## config.mk

```make
export PLATFORM = sky130hd
export DESIGN_NAME = ad7606_ctrl
export DESIGN_NICKNAME = d
export VERILOG_FILES = /design/src/rtl/ad7606_ctrl.sv
export SDC_FILE = /design/constraint.sdc
export NUM_CORES = 1
export LEC_CHECK = 0
export BUFFER_PORTS_ARGS = -buffer_cell sky130_fd_sc_hd__buf_4
export CAP_MARGIN = 20
export CORE_MARGIN = 1
export CORE_UTILIZATION = 53
export DETAILED_ROUTE_END_ITERATION = 8
export PLACE_DENSITY = 0.74
export SLEW_MARGIN = 0
export SYNTH_ARGS = -nofsm -noshare
export SYNTH_HDL_FRONTEND = slang
export SYNTH_SLANG_ARGS = --single-unit
```

## constraint.sdc

```tcl
create_clock -name clk -period 13.8 [get_ports clk]
set_clock_uncertainty 0.15 [all_clocks]
set_input_delay 1.38 -clock clk [delete_from_list [all_inputs] [get_ports clk]]
set_output_delay 1.38 -clock clk [all_outputs]
set_load 0.05 [all_outputs]
```

## src/rtl/ad7606_ctrl.sv

```systemverilog
// AD7606 parallel-bus sequencer: ADC reset pulse, periodic CONVST, BUSY handshake,
// then an 8-word CS/RD readout published as one frame with a one-cycle valid strobe.
module ad7606_ctrl #(
    parameter int unsigned SAMPLE_PERIOD = 50000,
    parameter int unsigned RST_CYCLES    = 10,
    parameter int unsigned CONV_LOW      = 5,
    parameter int unsigned RD_LOW        = 4,
    parameter int unsigned RD_HIGH       = 2,
    parameter int unsigned BUSY_TIMEOUT  = 500,
    parameter logic [2:0]  OS_RATIO      = 3'b000
) (
    input  logic        clk,
    input  logic        ad_reset,
    input  logic [15:0] ad_data,
    input  logic        ad_busy,
    input  logic        ad_first_data,
    output logic [2:0]  ad_os,
    output logic        ad_adc_reset,
    output logic        ad_convst,
    output logic        ad_cs,
    output logic        ad_rd,
    output logic [15:0] ad_ch1,
    output logic [15:0] ad_ch2,
    output logic [15:0] ad_ch3,
    output logic [15:0] ad_ch4,
    output logic [15:0] ad_ch5,
    output logic [15:0] ad_ch6,
    output logic [15:0] ad_ch7,
    output logic [15:0] ad_ch8,
    output logic        ch_valid,
    output logic        ad_err
);

    localparam int unsigned RD_WORD = RD_LOW + RD_HIGH;
    localparam int unsigned M1      = (RST_CYCLES > CONV_LOW) ? RST_CYCLES : CONV_LOW;
    localparam int unsigned M2      = (BUSY_TIMEOUT > RD_WORD) ? BUSY_TIMEOUT : RD_WORD;
    localparam int unsigned CNT_MAX = (M1 > M2) ? M1 : M2;
    localparam int          CW      = $clog2(CNT_MAX + 1);
    localparam int          TW      = $clog2(SAMPLE_PERIOD);

    typedef enum logic [2:0] {
        S_RST, S_IDLE, S_CONV, S_BUSY_H, S_BUSY_L, S_READ, S_DONE
    } state_t;

    state_t        state_q;
    logic [CW-1:0] cnt_q;
    logic [2:0]    word_q;
    logic [TW-1:0] timer_q, timer_d;
    logic          tick;
    logic          pend_q, bad_q;
    logic          busy_meta_q, busy_s_q, fd_meta_q, fd_s_q;
    logic [15:0]   shadow_q [8];
    logic [15:0]   ch_q     [8];
    logic          adc_reset_q, convst_q, cs_q, rd_q, valid_q, err_q;

    always_comb begin
        tick    = (timer_q == TW'(SAMPLE_PERIOD - 1));
        timer_d = tick ? '0 : timer_q + 1'b1;
    end

    always_ff @(posedge clk) begin
        if (ad_reset) begin
            busy_meta_q <= 1'b0;
            busy_s_q    <= 1'b0;
            fd_meta_q   <= 1'b0;
            fd_s_q      <= 1'b0;
        end else begin
            busy_meta_q <= ad_busy;
            busy_s_q    <= busy_meta_q;
            fd_meta_q   <= ad_first_data;
            fd_s_q      <= fd_meta_q;
        end
    end

    always_ff @(posedge clk) begin
        if (ad_reset || state_q == S_RST) timer_q <= '0;
        else                              timer_q <= timer_d;
    end

    always_ff @(posedge clk) begin
        if (ad_reset) begin
            state_q     <= S_RST;
            cnt_q       <= '0;
            word_q      <= '0;
            pend_q      <= 1'b0;
            bad_q       <= 1'b0;
            adc_reset_q <= 1'b1;
            convst_q    <= 1'b1;
            cs_q        <= 1'b1;
            rd_q        <= 1'b1;
            valid_q     <= 1'b0;
            err_q       <= 1'b0;
            for (int unsigned i = 0; i < 8; i++) begin
                shadow_q[i] <= '0;
                ch_q[i]     <= '0;
            end
        end else begin
            valid_q <= 1'b0;
            err_q   <= 1'b0;
            // Ticks that land mid-frame collapse into a single pending request.
            if (tick && state_q != S_IDLE && state_q != S_RST) pend_q <= 1'b1;
            case (state_q)
                S_RST: begin
                    if (cnt_q == CW'(RST_CYCLES - 1)) begin
                        adc_reset_q <= 1'b0;
                        cnt_q       <= '0;
                        state_q     <= S_IDLE;
                    end else begin
                        cnt_q <= cnt_q + 1'b1;
                    end
                end
                S_IDLE: begin
                    if (tick || pend_q) begin
                        pend_q   <= 1'b0;
                        convst_q <= 1'b0;
                        cnt_q    <= '0;
                        state_q  <= S_CONV;
                    end
                end
                S_CONV: begin
                    if (cnt_q == CW'(CONV_LOW - 1)) begin
                        convst_q <= 1'b1;
                        cnt_q    <= '0;
                        state_q  <= S_BUSY_H;
                    end else begin
                        cnt_q <= cnt_q + 1'b1;
                    end
                end
                S_BUSY_H: begin
                    if (busy_s_q) begin
                        cnt_q   <= '0;
                        state_q <= S_BUSY_L;
                    end else if (cnt_q == CW'(BUSY_TIMEOUT - 1)) begin
                        err_q   <= 1'b1;
                        state_q <= S_IDLE;
                    end else begin
                        cnt_q <= cnt_q + 1'b1;
                    end
                end
                S_BUSY_L: begin
                    if (!busy_s_q) begin
                        cnt_q   <= '0;
                        word_q  <= '0;
                        bad_q   <= 1'b0;
                        cs_q    <= 1'b0;
                        rd_q    <= 1'b0;
                        state_q <= S_READ;
                    end else if (cnt_q == CW'(BUSY_TIMEOUT - 1)) begin
                        err_q   <= 1'b1;
                        state_q <= S_IDLE;
                    end else begin
                        cnt_q <= cnt_q + 1'b1;
                    end
                end
                S_READ: begin
                    // cnt_q spans one word: RD_LOW cycles low, then RD_HIGH cycles high.
                    if (cnt_q == CW'(RD_LOW - 1)) begin
                        shadow_q[word_q] <= ad_data;
                        if (word_q == 3'd0 && !fd_s_q) bad_q <= 1'b1;
                        rd_q  <= 1'b1;
                        cnt_q <= cnt_q + 1'b1;
                    end else if (cnt_q == CW'(RD_WORD - 1)) begin
                        cnt_q <= '0;
                        if (word_q == 3'd7) begin
                            cs_q    <= 1'b1;
                            state_q <= S_DONE;
                        end else begin
                            word_q <= word_q + 1'b1;
                            rd_q   <= 1'b0;
                        end
                    end else begin
                        cnt_q <= cnt_q + 1'b1;
                    end
                end
                S_DONE: begin
                    if (bad_q) begin
                        err_q <= 1'b1;
                    end else begin
                        valid_q <= 1'b1;
                        for (int unsigned i = 0; i < 8; i++) ch_q[i] <= shadow_q[i];
                    end
                    state_q <= S_IDLE;
                end
                default: state_q <= S_RST;
            endcase
        end
    end

    assign ad_os        = OS_RATIO;
    assign ad_adc_reset = adc_reset_q;
    assign ad_convst    = convst_q;
    assign ad_cs        = cs_q;
    assign ad_rd        = rd_q;
    assign ch_valid     = valid_q;
    assign ad_err       = err_q;
    assign ad_ch1       = ch_q[0];
    assign ad_ch2       = ch_q[1];
    assign ad_ch3       = ch_q[2];
    assign ad_ch4       = ch_q[3];
    assign ad_ch5       = ch_q[4];
    assign ad_ch6       = ch_q[5];
    assign ad_ch7       = ch_q[6];
    assign ad_ch8       = ch_q[7];

endmodule
```

# Word level (Yosys, flattened, before mapping)
# Memory sizes are Yosys's and may differ from the RTL's.
# Index checks and enable logic that the tools add are counted.
# totals
regBits	43
mem_bits_rw	256
output_inout_bits	137
word_cells	145
memories	2
# op_classes
addsub	3
n_eq_ne	26
muxes	68
bitwise_logic	8
n_reduce_logical	22
# mem_list
name	words	word_bits	read_ports	rd_clocked_by_memory_dff	write_ports	line	text
ch_q	8	16	8	0	8	53	logic [15:0] ch_q [8];
shadow_q	8	16	8	0	8	52	logic [15:0] shadow_q [8];
# op_table
operator	count
16-bit two-way mux	9
9-bit two-way mux	8
9-bit one-hot mux with 6 select lines	1
3-bit two-way mux	14
1-bit two-way mux	29
3-bit one-hot mux with 7 select lines	1
9-bit by 3-bit == test with 1-bit output (second input constant)	2
2-bit inequality test (second input constant)	9
16-bit by 1-bit adder with 16-bit output (second input constant)	1
16-bit == test (second input constant)	1
16-bit OR reduction	1
3-bit == test (second input constant)	4
5-bit AND reduction	2
9-bit by 1-bit adder with 9-bit output (second input constant)	1
9-bit by 2-bit == test with 1-bit output (second input constant)	1
9-bit by 4-bit == test with 1-bit output (second input constant)	1
9-bit == test (second input constant)	1
1-bit OR	8
1-bit one-hot mux with 2 select lines	4
4-bit AND reduction	2
3-bit by 2-bit == test with 1-bit output (second input constant)	2
3-bit logical NOT	2
3-bit inequality test (second input constant)	2
3-bit one-hot mux with 2 select lines	1
other kinds (15)	20

# Logic depth before layout (Yosys ltp)
# depth
word_depth	7
ltp_mapped	9
depth_no_buf	8

# Worst setup path before layout
# Ideal clock, no wire load.
# synth_timing
path_type	reg-to-reg
startpoint	reg state_q[0]
endpoint	mem ch_q[0][0] (enable)
setup_ns	0.803
arrival_ns	10.129
t_required_ns	12.847
path_slack_ns	2.718
path_stages_with_launch	4
path_buffers	2
cell_sequence	dfxtp_1 clkbuf_1 buf_1 o31ai_1
# synth_rtl
element	line	text
start, declared	45	state_t state_q;
start signal, assigned	82	state_q <= S_RST;
start signal, assigned	107	state_q <= S_IDLE;
start signal, assigned	117	state_q <= S_CONV;
end, declared	53	

==> flow_results.xml <==
<?xml version="1.0" encoding="UTF-8"?>
<metrics>
  <group name="synth">
    <metric name="postSynthCellCount" unit="">824</metric>
    <metric name="post_synth_instance_area" unit="um^2">11800</metric>
    <metric name="seq_area_frac_synth" unit="%">72.6</metric>
    <metric name="yosys_register_bits" unit="">299</metric>
    <metric name="synth_enable_flop_cells" unit="">256</metric>
    <metric name="synthDominantCellAreaShare" unit="%">65.3</metric>
    <metric name="synthMostInstantiatedCell" unit="">edfxtp_1</metric>
    <metric name="async_sr_flop_fraction" unit="%">0</metric>
    <metric name="distinct_cell_type_count_of_the_synthesized_netlist" unit="">56</metric>
    <metric name="synth.area.top_cells" unit="">edfxtp_1, and2_1, dfxtp_1</metric>
    <metric name="syn_avg_cell_area" unit="um^2">14.3</metric>
    <metric name="yosys.area.top_type" unit="">edfxtp_1</metric>
    <metric name="yosys_warnings" unit="">0</metric>
    <metric name="synth_top_flop_cell" unit="">edfxtp_1</metric>
    <metric name="synth.cells.most_frequent" unit="">edfxtp_1, and2_1, dfxtp_1, nor2_1, nor2b_1</metric>
  </group>
  <group name="critical_path">
    <metric name="worstPathMaxFanout" unit="">59</metric>
    <metric name="critPathArrivalTime" unit="ns">3.36</metric>
    <metric name="setup.worst_path.class" unit="">input pin to register</metric>
    <metric name="path_cells" unit="">buf_4, inv_1, o31ai_4, buf_4, buf_16</metric>
    <metric name="critical_path.top_delay_family" unit="">buffers and inverters</metric>
    <metric name="cp_slowest_cell" unit="">buf_4</metric>
    <metric name="timing.critical_path.to_type" unit="">register</metric>
    <metric name="critPathRequiredTime" unit="ns">13.86</metric>
    <metric name="crit_path_start_kind" unit="">input pin</metric>
    <metric name="crit_path_frequent_cell" unit="">buf_4</metric>
    <metric name="timing.critical_path.slowest_cell_delay" unit="ns">0.51</metric>
    <metric name="critPathBufInv" unit="">4</metric>
  </group>
  <group name="sta">
    <metric name="grt_setup_unrepaired" unit="">false</metric>
    <metric name="drv_slew" unit="">0</metric>
    <metric name="final.period_utilization" unit="%">23.9</metric>
    <metric name="worst-slew-pin-transition" unit="ns">0.797</metric>
    <metric name="totalNegativeSetupSlack" unit="ns">0</metric>
    <metric name="setup_viols_final" unit="">0</metric>
    <metric name="final_hold_viol_count" unit="">0</metric>
    <metric name="finalWorstPathRequiredPeriod" unit="ns">3.30</metric>
    <metric name="fmax" unit="GHz">0.303</metric>
    <metric name="maxSlewHeadroom" unit="%">46.8</metric>
  </group>
  <group name="flow_run">
    <metric name="maxCapViolations" unit="">0</metric>
  </group>
  <group name="outcome">
    <metric name="run_status" unit="">completed</metric>
  </group>
  <group name="cts">
    <metric name="h-tree-depth" unit="">1</metric>
    <metric name="ctsLongestPathBuffers" unit="">3</metric>
    <metric name="clk_pin_slew" unit="ns">0.06</metric>
    <metric name="clkSinkCount" unit="">299</metric>
    <metric name="tritoncts" unit="">built</metric>
    <metric name="ctsRootBufferMaster" unit="">clkbuf_16</metric>
    <metric name="cts_hold_buffers" unit="">0</metric>
    <metric name="cts_inserted_buffers" unit="">30</metric>
    <metric name="cts_setup_buffers" unit="">0</metric>
    <metric name="clk_latency" unit="ns">0.53</metric>
    <metric name="post_cts_resize_count" unit="">0</metric>
  </group>
  <group name="grt">
    <metric name="grt_pass1_vias" unit="">6099</metric>
    <metric name="grt.total_usage" unit="%">19.8</metric>
    <metric name="grt_antenna_before_repair" unit="">1</metric>
    <metric name="grt_max_degree" unit="">98</metric>
    <metric name="globalRouteOverflowTotal" unit="">0</metric>
    <metric name="grt_first_pass_wirelength" unit="um">33900</metric>
  </group>
  <group name="floorplanning">
    <metric name="fp-row-count" unit="">54</metric>
    <metric name="initial_core_util" unit="%">54.0</metric>
    <metric name="chipHeight" unit="um">151</metric>
    <metric name="die_width" unit="um">151</metric>
    <metric name="io-pin-count" unit="">157</metric>
    <metric name="core_area" unit="um^2">21800</metric>
    <metric name="die_area" unit="um^2">22800</metric>
  </group>
  <group name="pwr">
    <metric name="cellLeakagePower" unit="nW">5.46</metric>
    <metric name="worst_ir_drop_vdd" unit="uV">107</metric>
    <metric name="totalPowerFinal" unit="mW">1.93</metric>
    <metric name="powerDensity" unit="nW/um^2">136</metric>
  </group>
  <group name="route">
    <metric name="drt_pass1_iterations" unit="">5</metric>
    <metric name="drt.antenna.violating_nets" unit="">0</metric>
    <metric name="detail_route.iter0.violations" unit="">521</metric>
    <metric name="route.detailed.wl_per_inst" unit="um">17.6</metric>
    <metric name="remaining_drc_errors" unit="">0</metric>
    <metric name="drt-vias-per-instance" unit="">5.18</metric>
    <metric name="postRouteWirelength" unit="um">22600</metric>
    <metric name="detailroute.via_count" unit="">6673</metric>
  </group>
  <group name="layout">
    <metric name="final_core_util" unit="%">65.0</metric>
    <metric name="final_net_count" unit="">1010</metric>
    <metric name="antennaDiodeCount" unit="">0</metric>
    <metric name="multi_input_area" unit="um^2">3030</metric>
    <metric name="layout-area-overhead-vs-synth" unit="%">20.5</metric>
    <metric name="share_of_layout_cells_above_drive_strength_1" unit="%">22.4</metric>
    <metric name="layout.area.seq" unit="um^2">8550</metric>
    <metric name="num-fill-cells" unit="">1590</metric>
  </group>
  <group name="min_path">
    <metric name="worst_hold_path_type" unit="">register to register</metric>
  </group>
  <group name="placed_design">
    <metric name="portBuffers" unit="">153</metric>
    <metric name="globalplace.congestion" unit="">0.878</metric>
    <metric name="post-dp-hpwl" unit="um">14500</metric>
  </group>
</metrics>
==> metal layers <==
| metal | vias to the layer above | track usage, % | share of wire (%) |
|---|---|---|---|
| met5 | - | 0 | 0 |
| met4 | 0 | 4.25 | 1.4 |
| met3 | 32 | 2.71 | 6.5 |
| met2 | 218 | 33.3 | 49 |
| met1 | 3207 | 27.7 | 43 |
| li1 | 3216 | - | - |
==> registers in the layout (all words and copies together), names as in the netlist, 3 cells and up <==
name      count
timer_q      16
state_q       3
cnt_q         9
shadow_q    128
word_q        3
ch_q        128
==> power by group <==
part / total, mW / internal [mW] / switching (mW)
clock: 0.795 / 0.479 / 0.316
sequential: 1.02 / 1.01 / 0.0102
combinational: 0.123 / 0.0302 / 0.0930
total: 1.93 / 1.52 / 0.419
==> final timing paths <==
check / from / to / slack, ns / cells past startpoint
hold / removal: timer_q[0]$_SDFF_PP0_ / timer_q[0]$_SDFF_PP0_ / 0.30 / 1
hold reg to reg: timer_q[0]$_SDFF_PP0_ / timer_q[0]$_SDFF_PP0_ / 0.30 / 1
setup / recovery: ad_reset / ch_q[0][10]$_SDFFCE_PN0P_ / 10.50 / 5
setup reg to reg: cnt_q[4]$_SDFFE_PP0P_ / shadow_q[1][4]$_SDFFCE_PN0P_ / 10.50 / 6
==> logic make-up (layout without fill, tap and decap cells) <==
| family | after synthesis | after routing | share of synthesized area, % |
|---|---|---|---|
| AO/OA/AOI/OAI | 64 | 64 | 3.59 |
| XOR/XNOR | 12 | 12 | 0.892 |
| adder cells (fa/ha/maj) | 7 | 7 | 0.743 |
| buffers and inverters | 49 | 230 | 2.00 |
| flip-flops | 299 | 299 | 72.6 |
| other | 1 | 3 | 0.0318 |
| AND/OR/NAND/NOR | 392 | 392 | 20.2 |
==> placed cells by master, fill, tap and decap left out, types with 4 or more instances in the layout <==
master / instances
a21o_1: 5
a21oi_1: 14
and2_1: 224
and3_1: 4
buf_4: 162
clkbuf_1: 11
clkbuf_16: 31
clkinv_2: 4
dfxtp_1: 43
edfxtp_1: 256
ha_1: 7
inv_1: 11
nand2_1: 21
nand2b_1: 9
nand3_1: 20
nor2_1: 37
nor2_4: 6
nor2b_1: 36
nor3_1: 4
o211ai_1: 5
o21ai_0: 10
o21ai_1: 6
or3_1: 5
xnor2_1: 5
xor2_1: 7
==> area by class of cell <==
class | instances | share of cell area, %
multi-input combinational | 478 | 21.3
timing repair buffer | 163 | 8.76
inverter | 11 | 0.291
sequential | 299 | 60.2
tap | 280 | 2.47
clock inverter | 12 | 0.979
clock buffer | 44 | 5.95
==> through the flow <==
step | instance area (um^2) | worst slack, ns | hold slack [ns] | std cells
2_1_floorplan | 11800 | 2.72 | 0.264 | 826
3_5_place_dp | 13200 | 9.80 | 0.294 | 1230
5_1_grt | 14200 | 10.29 | 0.313 | 1287
4_1_cts | 14200 | 10.37 | 0.307 | 1286
3_3_place_gp | 13200 | 9.82 | 0.273 | 1230
6_report | 14200 | 10.50 | 0.298 | 1287
No activity file was read; power rests on OpenSTA's default activity.
